<file path="config.mk">
export PLATFORM = sky130hd
export DESIGN_NAME = binary_multiplier
export DESIGN_NICKNAME = d
export VERILOG_FILES = /design/src/rtl/binary_arith_pkg.sv /design/src/rtl/binary_multiplier.sv
export SDC_FILE = /design/constraint.sdc
export NUM_CORES = 1
export LEC_CHECK = 0
export ABC_AREA = 1
export CORE_MARGIN = 3
export CORE_UTILIZATION = 53
export DETAILED_ROUTE_END_ITERATION = 16
export PLACE_DENSITY = 0.89
export SLEW_MARGIN = 20
export SYNTH_ARGS = -nofsm -noshare
export SYNTH_HDL_FRONTEND = slang
export SYNTH_SLANG_ARGS = --single-unit
</file>
<file path="constraint.sdc">
create_clock -name clk -period 9.8 [get_ports clk]
set_clock_uncertainty 0.15 [all_clocks]
set_input_delay 0.98 -clock clk [delete_from_list [all_inputs] [get_ports clk]]
set_output_delay 0.98 -clock clk [all_outputs]
set_load 0.03 [all_outputs]
</file>
<file path="src/rtl/binary_arith_pkg.sv">
// ============================================================================
// binary_arith_pkg : shared widths, iteration count and state encoding for
//                    the shift-add multiplier and restoring divider.
// Revision 1.0 - initial release
// ============================================================================
`default_nettype none

package binary_arith_pkg;

    localparam int MCAND_W    = 64;
    localparam int MPLIER_W   = 32;
    localparam int PROD_W     = 96;
    localparam int ITER_COUNT = 32;
    localparam int CNT_W      = 5;

    typedef enum logic [1:0] {
        IDLE     = 2'b00,
        RUN      = 2'b01,
        COMPLETE = 2'b11
    } state_t;

endpackage

`default_nettype wire

</file>
<file path="src/rtl/binary_multiplier.sv">
// ============================================================================
// binary_multiplier : 32-iteration shift-add multiply-accumulate,
//                     product = multiplicand * multiplier + addend.
// Revision 1.0 - initial release
// ============================================================================
`default_nettype none

module binary_multiplier
    import binary_arith_pkg::*;
(
    input  logic                clk,
    input  logic                reset,
    input  logic                mul_en,
    input  logic [MCAND_W-1:0]  g_multiplicand,
    input  logic [MPLIER_W-1:0] g_multiplier,
    input  logic [MCAND_W-1:0]  g_addend,
    output logic [PROD_W-1:0]   product,
    output logic                busy,
    output logic                done
);

    localparam logic [CNT_W-1:0] c_LAST_CNT = CNT_W'(ITER_COUNT - 1);

    state_t                state_q,   state_d;
    logic [PROD_W-1:0]     mcand_q,   mcand_d;
    logic [MPLIER_W-1:0]   mplier_q,  mplier_d;
    logic [PROD_W-1:0]     acc_q,     acc_d;
    logic [CNT_W-1:0]      cnt_q,     cnt_d;
    logic [PROD_W-1:0]     product_q, product_d;
    logic                  done_q,    done_d;

    always_ff @(posedge clk or posedge reset) begin
        if (reset) begin
            state_q   <= IDLE;
            mcand_q   <= '0;
            mplier_q  <= '0;
            acc_q     <= '0;
            cnt_q     <= '0;
            product_q <= '0;
            done_q    <= 1'b0;
        end else begin
            state_q   <= state_d;
            mcand_q   <= mcand_d;
            mplier_q  <= mplier_d;
            acc_q     <= acc_d;
            cnt_q     <= cnt_d;
            product_q <= product_d;
            done_q    <= done_d;
        end
    end

    always_comb begin
        state_d   = state_q;
        mcand_d   = mcand_q;
        mplier_d  = mplier_q;
        acc_d     = acc_q;
        cnt_d     = cnt_q;
        product_d = product_q;
        done_d    = 1'b0;

        case (state_q)
            IDLE: begin
                if (mul_en) begin
                    mcand_d  = {{(PROD_W-MCAND_W){1'b0}}, g_multiplicand};
                    mplier_d = g_multiplier;
                    acc_d    = {{(PROD_W-MCAND_W){1'b0}}, g_addend};
                    cnt_d    = '0;
                    state_d  = RUN;
                end
            end
            RUN: begin
                // Result cannot exceed 2^96 - 2^32, so the 96-bit sum never wraps.
                if (mplier_q[0]) begin
                    acc_d = acc_q + mcand_q;
                end
                mcand_d  = mcand_q << 1;
                mplier_d = mplier_q >> 1;
                cnt_d    = cnt_q + 1'b1;
                if (cnt_q == c_LAST_CNT) begin
                    state_d = COMPLETE;
                end
            end
            COMPLETE: begin
                product_d = acc_q;
                done_d    = 1'b1;
                state_d   = IDLE;
            end
            default: begin
                state_d = IDLE;
            end
        endcase
    end

    assign product = product_q;
    assign done    = done_q;
    assign busy    = (state_q != IDLE);

endmodule

`default_nettype wire

</file>
Word-level counts from Yosys, hierarchy flattened:

Cells that the tools add are included.
Widths: inputs -> output; s select.

* register bits: 328
* input bits: 163
* output and inout port bits: 98
* word-level logic and storage cells: 34

* add/subtract/negate cells: 2
* eq/ne operators: 6
* muxes and demuxes: 13
* reduce and logical (&&, ||, !) cells: 6

Operators with widths (number)
* $pmux 96 s2: 2
* $mux 96: 3
* $add 96x96->96: 1
* $pmux 32 s2: 1
* $mux 32: 1
* $pmux 5 s2: 1
* $ne 2x2->1 const B: 3
* $add 5x1->5 const B: 1
* $eq 5x5->1 const B: 1
* $mux 5: 1
* $mux 2: 2
* $pmux 2 s2: 1
* $reduce_and 2->1: 2
* $reduce_bool 2->1: 2
* $reduce_and 3->1: 1
* $eq 2x1->1 const B: 1
* $eq 2x2->1 const B: 1
* $logic_not 2->1: 1
* $mux 1: 1

Depth between registers and ports, before layout:

* word-level depth: 3
* mapped depth: 17
* mapped depth without buffers: 17

Least setup slack after synthesis:

Ideal clock, no wire load.

* path type: register to register
* from: reg acc_q[0]
* to: reg acc_q[80]
* library setup time: 0.117 ns
* arrival time: 1.876 ns
* data required time: 9.533 ns
* slack: 7.657 ns
* cell stages (with the launch flop): 18
* buffers on the path: 0
* period minus slack after synthesis: 2.143 ns
* cell sequence: dfrtp_1 -> ha_1 -> inv_1 -> fa_1 -> inv_1 -> nand3_1 -> nand2_1 -> nand2_1 -> nand2_1 -> nand2_1 -> nand2_2 -> nand2_1 -> nand3_2 -> nand2_1 -> nand2_1 -> nand2_1 -> nand3_1 -> nand2_1

* longest elaborated chain between the ends: 3

Ends and longest elaborated chain
* start: declaration: RTL line binary_multiplier.sv:27 `logic [PROD_W-1:0] acc_q, acc_d;`
* start signal: assignment: RTL line binary_multiplier.sv:37 `acc_q <= '0;`
* start signal: assignment: RTL line binary_multiplier.sv:45 `acc_q <= acc_d;`
* $add 96x96->96: RTL line binary_multiplier.sv:74 `acc_d = acc_q + mcand_q;`
* $mux 96: RTL line binary_multiplier.sv:73 `if (mplier_q[0]) begin`
* $pmux 96 s2: RTL line binary_multiplier.sv:61 `case (state_q)`

Every way passes these cells. The select of a mux whose other input is x is not followed.
A chain may end at the register's enable or synchronous reset.

Worst setup path in the final report:

* from: reg state_q[0]
* to: reg mcand_q[30]

* longest elaborated chain between the ends: 3
* elaborated cells between the ends (all ways): 6
* classes of those cells: 2 x eq/ne; 1 x mux; 3 x reduce/logical

Ends and longest elaborated chain
* start: declaration: RTL line binary_multiplier.sv:24 `state_t state_q, state_d;`
* start signal: assignment: RTL line binary_multiplier.sv:42 `state_q <= state_d;`
* $eq 2x1->1 or $logic_not 2->1 (tied branches): RTL line binary_multiplier.sv:61
* $reduce_bool 2->1 (no source line) or $ne 2x2->1 (tied branches)
* $reduce_and 2->1 (no source line)
* end signal: assignment: RTL line binary_multiplier.sv:43 `mcand_q <= mcand_d;`
* end: declaration: RTL line binary_multiplier.sv:25 `logic [PROD_W-1:0] mcand_q, mcand_d;`

Parallel ways exist; a longest one is shown, timed or not.

==> metrics <==
via total after detailed routing 24690; period utilisation layout 0.4937; final antenna diode count 0; Placement Setup Slack 5.108 ns; die height 218.8 um; Min Hold Slack 0.3266 ns; # port buffers 260; Post-Synth Simple-Gate Area 0.3607; flops & latches, synth 328; synthesized instance count 3907; Post-Syn Area 0.02399 mm2; critical path launch point type register; Fin. Hold Viols 0; run status finished clean; multiplexer area fraction after synthesis 0; Max Buffers Root-to-Sink 3; worst path setup slack after routing 4.962 ns; sequential area share after synthesis 0.3421; routed wirelength normalized by instance count 17.55 um; combinational family with the most area after synthesis simple AND/OR/NAND/NOR gates; row count 77; placeable core area 0.04451 mm2; remaining design rule violation count 0; XOR/XNOR share of the synthesized area 0.01168; IR drop worst, VDD 0.2950 mV; RSZ-0062 raised after global routing false; Detail Route Antenna Nets 0; Final setup violation count 0; per-cell via count in the routed design 5.222; Initial DRC Count 2426; Leakage Power 0.01582 uW; top fanout value on the critical path 95; Avg Synthesized Cell Area 6.141 um2; global route overflow 0; number of antenna violations at the first check in global routing 0; Total Nets Final 4373; post-synthesis to final-layout area growth 17.64%; peak clock frequency supported by timing 206.7 MHz; utilization after layout 0.6341; vias in the first global route 23190; Die ar. 0.04786 mm2; Root Driver clkbuf_16; clock tree from TritonCTS built; 1st-pass router iterations 5; number of library cell types mapped by synthesis 28; cell area power density 367.9 mW/mm2; CTS sink count 328; worst relative slew slack 0.2755; classification of the worst setup path reg2reg; final-layout setup total negative slack 0 ns; Max Slew Vio Count 0; Net Count, Synth 4168; die outline width 218.8 um; Post-Synth Adder-Cell Area 0.05142; pin slew with the least headroom to its limit 1.084 ns; clock edge transition at the registers on the reported setup and hold paths 0.06 ns; number of warnings issued by yosys 0; Worst Reg2Reg Path Length in Cells 8; Post-DP HPWL 65.91 mm; Critical Path End Type register; Hold WC Path Type reg2reg; MaxCap Viol Count 0; min Tclk post-route 4.838 ns; Total Routing Usage GR 0.3466; htree depth 2; Total Wirelength 82.99 mm; Starting Density 0.5390; # resized after CTS 0; fraction of the mapped netlist area in compound gates 0.09147; share of cells above drive strength 1 0.05124; Hold Crit Depth 2; CTS Buf Count 35; worst-skew pair later-pin latency 0.57 ns; placer congestion estimate 1.044; count of hold-fix buffers inserted at cts 0; arrival time reported for the critical path endpoint 5.09 ns; maximum number of pins on one net before global-route repair 134; wire length of the first global-routing pass 128.6 mm; top-level I/O count 261; buffers inserted by post-CTS timing repair 0; data required time of the critical path 10.06 ns
==> kinds of logic (layout without fill, tap and decap cells) <==
kind of cell / count (synthesis) / count (layout)
buffers and inverters: 899 / 1129
AO/OA/AOI/OAI: 420 / 420
XOR/XNOR: 32 / 32
flip-flops: 328 / 328
adder cells (fa/ha/maj): 98 / 98
AND/OR/NAND/NOR: 2130 / 2130
==> routing by layer <==
layer | up-vias | share of wire | wire length [um] | global-route usage
met5 | - | 0 | 0 | 0
met4 | 0 | 0.021 | 1777 | 0.07820
met3 | 104 | 0.086 | 7118 | 0.05659
met2 | 926 | 0.44 | 36750 | 0.5510
met1 | 11490 | 0.45 | 37340 | 0.4992
li1 | 12170 | - | - | -
==> layout make-up <==
| class | instances | area, um2 |
|---|---|---|
| Fill cell | 4183 | 16290 |
| Multi-Input combinational cell | 2680 | 12390 |
| Sequential cell | 328 | 8208 |
| Inverter | 795 | 2993 |
| Timing Repair Buffer | 272 | 2705 |
| Clock buffer | 51 | 1036 |
| Tap cell | 592 | 740.7 |
| Clock inverter | 11 | 147.6 |
==> placed cells by master (no fill, tap or decap), drive strengths merged <==
master / n
nand4: 24
buf: 12
o21ai: 294
clkinvlp: 3
clkbuf: 51
o22ai: 38
o211ai: 12
nand2: 1638
nor3: 25
nand3: 163
a21oi: 69
clkinv: 6
clkdlybuf4s50: 260
a31oi: 2
ha: 97
bufinv: 2
nor2: 280
inv: 795
xnor2: 11
fa: 1
o21bai: 5
xor2: 21
dfrtp: 328
==> power by group <==
group	leakage [uW]	switching, uW	internal (uW)
Combinational	0.0112	4550	2080
Clock	0.000578	583	795
Sequential	0.00404	398	1980
Total	0.0158	5530	4850
==> state kept, by name, indices dropped and copies added (netlist names) <==
signal and count:
done 1, state_q 2, mcand_q 96, acc_q 96, cnt_q 5, product 96
mplier_q 32
==> cell usage after synthesis (all sizes together) <==
cell type	number	area (um2)
nand3	163	885.9
ha	97	1214
buf	47	222.7
o22ai	38	237.7
xor2	21	183.9
a21oi	69	345.3
nor3	25	176.4
o21ai	294	1471
o21bai	5	37.54
o211ai	12	90.09
fa	1	20.02
clkbuf	57	214.0
xnor2	11	96.34
nand2	1638	6221
a31oi	2	12.51
dfrtp	328	8208
nor2	280	1221
inv	795	2984
nand4	24	150.1
==> through the flow <==
stage          cells  cell area [um2]  power (uW)
6_report        4729            28220       10380
5_1_grt         4729            28220       11250
4_1_cts         4729            28220       10270
3_5_place_dp    4667            27040        8820
3_3_place_gp    4667            27040        8657
2_1_floorplan   3907            24000        6844
==> critical path, stage by stage (launching register included) <==
cell and delay, ns:
dfrtp_1 0.44, inv_2 0.07, nor2_4 0.80, inv_6 0.35
buf_4 0.53, nand2_4 0.55, buf_4 0.71, buf_4 0.73
o21ai_0 0.19
==> path summary, 6_finish.rpt <==
check / endpoint / startpoint / slack, ns
min: product[75] / product[75] / 0.33
max in group asynchronous: mcand_q[51] / reset / 7.14
min in group asynchronous: product[34] / reset / 0.84
max reg2reg: mcand_q[30] / state_q[0] / 4.96
max: mcand_q[30] / state_q[0] / 4.96
min reg2reg: product[75] / product[75] / 0.33
No activity file was read; power rests on OpenSTA's default activity.
